[config.mk]
export PLATFORM = sky130hd
export DESIGN_NAME = regfile_wb_arbiter_flat
export DESIGN_NICKNAME = d
export VERILOG_FILES = /design/src/rtl/regfile_pkg.sv /design/src/rtl/regfile_wb_arbiter_if.sv /design/src/rtl/regfile_wb_arbiter_wb_slot.sv /design/src/rtl/regfile_wb_arbiter.sv /design/src/flat_wrapper.sv
export SDC_FILE = /design/constraint.sdc
export NUM_CORES = 1
export LEC_CHECK = 0
export CAP_MARGIN = 20
export CORE_MARGIN = 2
export CORE_UTILIZATION = 52
export DETAILED_ROUTE_END_ITERATION = 16
export GPL_ROUTABILITY_DRIVEN = 0
export PLACE_DENSITY = 0.84
export SETUP_SLACK_MARGIN = 0.4
export SLEW_MARGIN = 20
export SYNTH_ARGS = -nofsm -noshare
export SYNTH_HDL_FRONTEND = slang
export SYNTH_SLANG_ARGS = --single-unit
[constraint.sdc]
create_clock -name clk -period 3.2 [get_ports clk]
set_clock_uncertainty 0.2 [all_clocks]
set_input_delay 0.64 -clock clk [delete_from_list [all_inputs] [get_ports clk]]
set_output_delay 0.64 -clock clk [all_outputs]
set_load 0.02 [all_outputs]
[src/rtl/regfile_pkg.sv]
// Shared widths and the writeback holding-buffer entry type for the
// register-file writeback arbiter.
package regfile_pkg;

  localparam int unsigned DATA_W = 18;
  localparam int unsigned ADDR_W = 4;

  // age is set on the younger of two co-resident entries
  typedef struct packed {
    logic              valid;
    logic [ADDR_W-1:0] addr;
    logic [DATA_W-1:0] data;
    logic              age;
  } wb_entry_t;

endpackage

[src/rtl/regfile_wb_arbiter_if.sv]
// Bus bundle for the writeback arbiter: two requester handshakes, the register
// file write port, the pending-write mask and the sticky WAW flag.
interface regfile_wb_arbiter_if #(
  parameter int unsigned DATA_W = regfile_pkg::DATA_W,
  parameter int unsigned ADDR_W = regfile_pkg::ADDR_W
);
  localparam int unsigned NREG = 2 ** ADDR_W;

  logic              req0_valid;
  logic [ADDR_W-1:0] req0_addr;
  logic [DATA_W-1:0] req0_data;
  logic              req0_ready;
  logic              req1_valid;
  logic [ADDR_W-1:0] req1_addr;
  logic [DATA_W-1:0] req1_data;
  logic              req1_ready;
  logic              wr_en;
  logic [ADDR_W-1:0] wr_addr;
  logic [DATA_W-1:0] wr_data;
  logic [NREG-1:0]   pending_mask;
  logic              waw_err;

  modport master (
    output req0_valid, req0_addr, req0_data, req1_valid, req1_addr, req1_data,
    input  req0_ready, req1_ready, wr_en, wr_addr, wr_data, pending_mask, waw_err
  );

  modport slave (
    input  req0_valid, req0_addr, req0_data, req1_valid, req1_addr, req1_data,
    output req0_ready, req1_ready, wr_en, wr_addr, wr_data, pending_mask, waw_err
  );

endinterface

[src/rtl/regfile_wb_arbiter_wb_slot.sv]
// One-entry writeback holding buffer with ready generation and relative-age flag.
// With REGFILE_WB_ZERO_REG_EN defined, writes to register 0 are accepted but dropped.
module wb_slot
  import regfile_pkg::*;
(
  input  logic              clk,
  input  logic              rst_n,
  input  logic              in_valid,
  input  logic [ADDR_W-1:0] in_addr,
  input  logic [DATA_W-1:0] in_data,
  output logic              in_ready,
  input  logic              grant,
  input  logic              other_keep,
  output wb_entry_t         entry
);

  wb_entry_t entry_q, entry_d;
  logic      addr_ok;
  logic      load;

`ifdef REGFILE_WB_ZERO_REG_EN
  assign addr_ok = (in_addr != '0);
`else
  assign addr_ok = 1'b1;
`endif

  assign in_ready = ~entry_q.valid | grant;
  assign load     = in_valid & in_ready & addr_ok;
  assign entry    = entry_q;

  always_comb begin
    entry_d = entry_q;
    if (load) begin
      // younger than the other entry iff that entry survives this edge
      entry_d = '{valid: 1'b1, addr: in_addr, data: in_data, age: other_keep};
    end else if (grant) begin
      entry_d.valid = 1'b0;
      entry_d.age   = 1'b0;
    end else begin
      // once the older neighbour leaves, this entry is no longer the younger one
      entry_d.age = entry_q.age & other_keep;
    end
  end

  always_ff @(posedge clk or negedge rst_n) begin
    if (!rst_n) begin
      entry_q <= '0;
    end else begin
      entry_q <= entry_d;
    end
  end

endmodule

[src/rtl/regfile_wb_arbiter.sv]
// Shares the register-file write port between ALU (port 0) and load (port 1) writebacks
// via age/round-robin arbitration. Optional: REGFILE_WB_ZERO_REG_EN (register 0 read-only).
module regfile_wb_arbiter
  import regfile_pkg::*;
#(
  parameter int unsigned DATA_W = regfile_pkg::DATA_W,
  parameter int unsigned ADDR_W = regfile_pkg::ADDR_W
) (
  input  logic                 clk,
  input  logic                 rst_n,
  regfile_wb_arbiter_if.slave  bus
);

  localparam int unsigned NREG = 2 ** ADDR_W;

  wb_entry_t         e0, e1;
  logic              g0, g1;
  logic              ready0, ready1;
  logic              rr_q, rr_d;
  logic              wr_en_q, wr_en_d;
  logic [ADDR_W-1:0] wr_addr_q, wr_addr_d;
  logic [DATA_W-1:0] wr_data_q, wr_data_d;
  logic              waw_q, waw_d;
  logic [NREG-1:0]   mask;

  wb_slot u_slot0 (
    .clk        (clk),
    .rst_n      (rst_n),
    .in_valid   (bus.req0_valid),
    .in_addr    (bus.req0_addr),
    .in_data    (bus.req0_data),
    .in_ready   (ready0),
    .grant      (g0),
    .other_keep (e1.valid & ~g1),
    .entry      (e0)
  );

  wb_slot u_slot1 (
    .clk        (clk),
    .rst_n      (rst_n),
    .in_valid   (bus.req1_valid),
    .in_addr    (bus.req1_addr),
    .in_data    (bus.req1_data),
    .in_ready   (ready1),
    .grant      (g1),
    .other_keep (e0.valid & ~g0),
    .entry      (e1)
  );

  // Older entry wins; the pointer only breaks ties between same-edge loads.
  always_comb begin
    g0   = 1'b0;
    g1   = 1'b0;
    rr_d = rr_q;
    if (e0.valid && e1.valid) begin
      if (e0.age != e1.age) begin
        g0 = ~e0.age;
        g1 = e0.age;
      end else begin
        g0   = ~rr_q;
        g1   = rr_q;
        rr_d = ~rr_q;
      end
    end else begin
      g0 = e0.valid;
      g1 = e1.valid;
    end
  end

  always_comb begin
    wr_en_d   = g0 | g1;
    wr_addr_d = wr_addr_q;
    wr_data_d = wr_data_q;
    unique case ({g1, g0})
      2'b01: begin
        wr_addr_d = e0.addr;
        wr_data_d = e0.data;
      end
      2'b10: begin
        wr_addr_d = e1.addr;
        wr_data_d = e1.data;
      end
      default: ;
    endcase
  end

  always_comb begin
    waw_d = waw_q | (bus.req0_valid & ready0 & bus.req1_valid & ready1 &
                     (bus.req0_addr == bus.req1_addr));
  end

  always_comb begin
    mask = '0;
    if (e0.valid) mask[e0.addr] = 1'b1;
    if (e1.valid) mask[e1.addr] = 1'b1;
    if (wr_en_q)  mask[wr_addr_q] = 1'b1;
  end

  always_ff @(posedge clk or negedge rst_n) begin
    if (!rst_n) begin
      rr_q      <= 1'b0;
      wr_en_q   <= 1'b0;
      wr_addr_q <= '0;
      wr_data_q <= '0;
      waw_q     <= 1'b0;
    end else begin
      rr_q      <= rr_d;
      wr_en_q   <= wr_en_d;
      wr_addr_q <= wr_addr_d;
      wr_data_q <= wr_data_d;
      waw_q     <= waw_d;
    end
  end

  assign bus.req0_ready   = ready0;
  assign bus.req1_ready   = ready1;
  assign bus.wr_en        = wr_en_q;
  assign bus.wr_addr      = wr_addr_q;
  assign bus.wr_data      = wr_data_q;
  assign bus.pending_mask = mask;
  assign bus.waw_err      = waw_q;

endmodule

[src/flat_wrapper.sv]
// flat-port wrapper written by rule: the top's interface ports become plain ports
module regfile_wb_arbiter_flat import regfile_pkg::*;
#(
  parameter int unsigned DATA_W = regfile_pkg::DATA_W,
  parameter int unsigned ADDR_W = regfile_pkg::ADDR_W
)
  (clk, rst_n, bus_req0_valid, bus_req0_addr, bus_req0_data, bus_req1_valid, bus_req1_addr, bus_req1_data, bus_req0_ready, bus_req1_ready, bus_wr_en, bus_wr_addr, bus_wr_data, bus_pending_mask, bus_waw_err);
  regfile_wb_arbiter_if #(.DATA_W(DATA_W), .ADDR_W(ADDR_W)) bus_i ();
  input  logic clk;
  input  logic rst_n;
  input wire logic [$bits(bus_i.req0_valid)-1:0] bus_req0_valid;
  input wire logic [$bits(bus_i.req0_addr)-1:0] bus_req0_addr;
  input wire logic [$bits(bus_i.req0_data)-1:0] bus_req0_data;
  input wire logic [$bits(bus_i.req1_valid)-1:0] bus_req1_valid;
  input wire logic [$bits(bus_i.req1_addr)-1:0] bus_req1_addr;
  input wire logic [$bits(bus_i.req1_data)-1:0] bus_req1_data;
  output wire logic [$bits(bus_i.req0_ready)-1:0] bus_req0_ready;
  output wire logic [$bits(bus_i.req1_ready)-1:0] bus_req1_ready;
  output wire logic [$bits(bus_i.wr_en)-1:0] bus_wr_en;
  output wire logic [$bits(bus_i.wr_addr)-1:0] bus_wr_addr;
  output wire logic [$bits(bus_i.wr_data)-1:0] bus_wr_data;
  output wire logic [$bits(bus_i.pending_mask)-1:0] bus_pending_mask;
  output wire logic [$bits(bus_i.waw_err)-1:0] bus_waw_err;
  assign bus_i.req0_valid = bus_req0_valid;
  assign bus_i.req0_addr = bus_req0_addr;
  assign bus_i.req0_data = bus_req0_data;
  assign bus_i.req1_valid = bus_req1_valid;
  assign bus_i.req1_addr = bus_req1_addr;
  assign bus_i.req1_data = bus_req1_data;
  assign bus_req0_ready = bus_i.req0_ready;
  assign bus_req1_ready = bus_i.req1_ready;
  assign bus_wr_en = bus_i.wr_en;
  assign bus_wr_addr = bus_i.wr_addr;
  assign bus_wr_data = bus_i.wr_data;
  assign bus_pending_mask = bus_i.pending_mask;
  assign bus_waw_err = bus_i.waw_err;
  regfile_wb_arbiter #(.DATA_W(DATA_W), .ADDR_W(ADDR_W)) u_core (.clk(clk), .rst_n(rst_n), .bus(bus_i));
endmodule
==> out/qor.csv <==
stage;metric;value;unit
run_status;result of the run;finished, final reports clean;
timing;Hold Violations, Final;0;
hold_path;class of the most critical hold timing path;primary input to asynchronous set/reset pin;
power;Comb power frac;43.8;%
yosys;cell with the most instances after synthesis;dfrtp_1;
yosys;area fraction of the dominant cell type after synthesis;54.15;%
floorplan;Die Y;84.54;um
detailed_routing;number of optimization iterations in the first detailed-route pass;4;
power;internal power of the cells;2509;uW
critical_path;cell with the largest stage delay on the worst path;clkdlybuf4s50_1;
clocking;Clk pin slew, worst setup/hold paths;80;ps
cells_and_area;ratio of cells with drive above 1 in the final layout;19.74;%
floorplan;die span in x;84.54;um
critical_path;Worst Path Required;2360;ps
power;cell leakage power;0.002106;uW
detailed_routing;post-DR wirelength/cell;17.68;um
power;maximum vdd drop;0.5359;mV
timing;measured slew at the worst slew-check pin;610.4;ps
cells_and_area;non-filler cells, final;457;
global_routing;largest net degree at the start of global routing;48;
yosys;top_reg_cell synth;dfrtp_1;
placed_design;half-perimeter wire length after placement;5.548;mm
power;NetSw;1485;uW
cells_and_area;net total in the final layout;423;
floorplan;total I/O pin count;90;
yosys;proportion of register bits with asynchronous set or reset after synthesis;100.0;%
yosys;Gate Count Post-Synth;284;
global_routing;number of global-route vias before repair;2666;
critical_path;Critical Path AT;1920;ps
cells_and_area;Storage cell area;0.001841;sq mm
yosys;number of enable-type register cells in the synthesized netlist;0;
cells_and_area;area used by multi-input combinational logic;0.001489;sq mm
placed_design;number of instances in the placed design;439;
yosys;post-synthesis cell area;0.003373;sq mm
yosys;cell taking the most area after synthesis;dfrtp_1;
detailed_routing;residual antenna-violating net count after detailed routing;0;
power;Clock power frac;17.4;%
global_routing;gr ovfl total;0;
cells_and_area;Layout Area Growth over Synthesis;36.24;%
yosys;number of warnings printed during yosys synthesis;0;
yosys;cell types with the highest counts after synthesis;dfrtp_1, nand2_1, mux2_2;
global_routing;wire length of the first global-routing pass;13.11;mm
timing;total negative slack for setup checks;0;ps
timing;Tmin final;2761;ps
yosys;average size of a mapped cell;11.88;sq um
detailed_routing;sum of routed wire length over all layers;8.082;mm
yosys;FF+latch count, synth;73;
placed_design;quantity of I/O buffers inserted on ports;89;
clocking;number of buffers inserted during clock tree synthesis;9;
critical_path;Crit path max-delay family;buffers and inverters;
timing;relative max-transition margin;59.30;%
clocking;maximum count of clock buffers along a single path;2;
global_routing;GRT Util Overall;23.46;%
detailed_routing;initial drt markers;158;
timing;setup repair after global routing missed its margin;yes;
yosys;Net Count, Synth;332;
detailed_routing;residual DRC count;0;
floorplan;floorplan core area;0.006314;sq mm
timing;period utilisation layout;86.28;%
clocking;clk root buf;clkbuf_8;
yosys;sequential area share after synthesis;54.15;%
power;cell area power density;869.1;mW/mm^2
critical_path;combined buffer and inverter count along the critical path;1;
critical_path;Critical Path Start Type;register;
timing;pins over their slew limit;0;
critical_path;CP max stage delay;610;ps
yosys;number of different library cells in the post-synthesis netlist;32;
yosys;largest cells by area after synthesis;dfrtp_1, mux2_2, mux2_1, a221o_1, nand2_1;
detailed_routing;total via count after detailed routing;2656;
timing;setup violators final;0;
cells_and_area;Fill cells;445;
critical_path;highest net fanout along the worst path;9;
critical_path;crit path kind;register to primary output;
critical_path;crit end category;primary output;
clocking;H-Tree Level Count;3;
clocking;clk_lat worst skew;340;ps
floorplan;number of standard-cell rows in the floorplan;29;
floorplan;initial cell density of the core;53.43;%
floorplan;area of the die;0.007147;sq mm
timing;Peak Freq;362.2;MHz
global_routing;antenna violations before repair;0;
critical_path;CP dominant cell by count;nand2_1;
power;register share of total power;38.8;%
clocking;CTS Sinks;73;
clocking;CTS tree;done;
critical_path;critical path cell sequence;nand2_1 -> nor2_2 -> a22oi_1 -> nand2_1 -> clkdlybuf4s50_1;
power;proportion of total power due to net switching;37.17;%
detailed_routing;via density per instance;5.812;
cells_and_area;count of inserted antenna diode cells;0;
flow_run;number of maximum-capacitance violations;0;
## per-stage QoR
stage | setup slack, ps | hold WS, ps | power [uW] | cell area [sq um] | util [%]
global placement | 629.8 | 257.3 | 3193 | 4307 | 68.21
detailed placement | 592.2 | 265.6 | 3244 | 4307 | 68.21
global route | 373.0 | 140.0 | 4210 | 4596 | 72.79
floorplan | 1195 | 144.4 | 2500 | 3373 | -
finish | 438.9 | 107.7 | 3994 | 4596 | 72.79
CTS | 386.0 | 106.3 | 3972 | 4523 | 71.64
## flip-flops by register name, summed over array words and instances, names as in the netlist
register,flops
u_core.bus.wr_addr,4
u_core.bus.waw_err,1
u_core.u_slot1.entry,24
u_core.bus.wr_en,1
u_core.u_slot0.entry,24
u_core.rr_q,1
u_core.bus.wr_data,18
## repair_timing
| action | 4_1_cts | 5_1_grt |
|---|---|---|
| hold buffers | 0 | 0 |
| gates cloned | 0 | 0 |
| resized for setup | 13 | 22 |
| setup endpoints to repair | 17 | 16 |
| buffers inserted | 0 | 2 |
| pin swaps | 0 | 0 |
## kinds of logic (layout without fill, tap and decap cells)
logic type / Yosys count / in the layout / share of synthesized area [%]
flops: 73 / 73 / 54.15
compound gates: 44 / 44 / 11.50
buf+inv: 20 / 116 / 3.264
simple gates: 95 / 95 / 14.17
xor+xnor: 6 / 6 / 1.558
mux: 46 / 46 / 15.36
## per-layer routing
layer,up-vias,global-route usage (%),part of all wire [%]
met3,15,6.588,7.4
met2,115,38.87,50
li1,1209,-,-
met4,0,9.235,2.0
met5,-,0,0
met1,1317,29.25,41
## final timing paths
| check | from | endpoint | slack [ps] | depth (start not counted) |
|---|---|---|---|---|
| max | u_core.u_slot1.entry[23] | bus_pending_mask[6] | 440 | 5 |
| min | rst_n | u_core.u_slot1.entry[4] | 110 | 1 |
| max reg2reg | u_core.u_slot1.entry[0] | u_core.u_slot0.entry[22] | 1000 | 4 |
| min reg2reg | u_core.bus.waw_err | u_core.bus.waw_err | 290 | 1 |
| max in group asynchronous | rst_n | u_core.u_slot0.entry[21] | 2020 | 2 |
| min in group clk | u_core.bus.waw_err | u_core.bus.waw_err | 290 | 1 |
## layout by cell type (no fill, tap or decap), drive strengths merged, types with 4 or more instances in the layout
cell type      instances
a221o                 19
a22oi                  9
a32oi                  5
and2                  20
and3                   4
buf                    7
clkbuf                13
clkdlybuf4s50         79
dfrtp                 73
dlymetal6s2s           8
inv                    5
mux2                  46
nand2                 35
nand3                  9
nor2                  14
nor2b                  6
xor2                   6
## cell type report
cell class                      instances  area share (%)
Clock buffer                           13           3.240
Clock inverter                          3          0.8712
Inverter                                5          0.4084
Multi-Input combinational cell        191           32.40
Sequential cell                        73           40.05
Tap cell                               77           2.096
Timing Repair Buffer                   95           20.94
## power by group through the flow
stage	logic, uW	registers, uW	clock network, uW
finish	1750	1550	696
global placement	1680	1520	0
CTS	1730	1520	718
detailed placement	1720	1520	0
floorplan	895	1610	0
global route	1860	1590	756
Note: power is estimated with default switching activity, not from simulation.
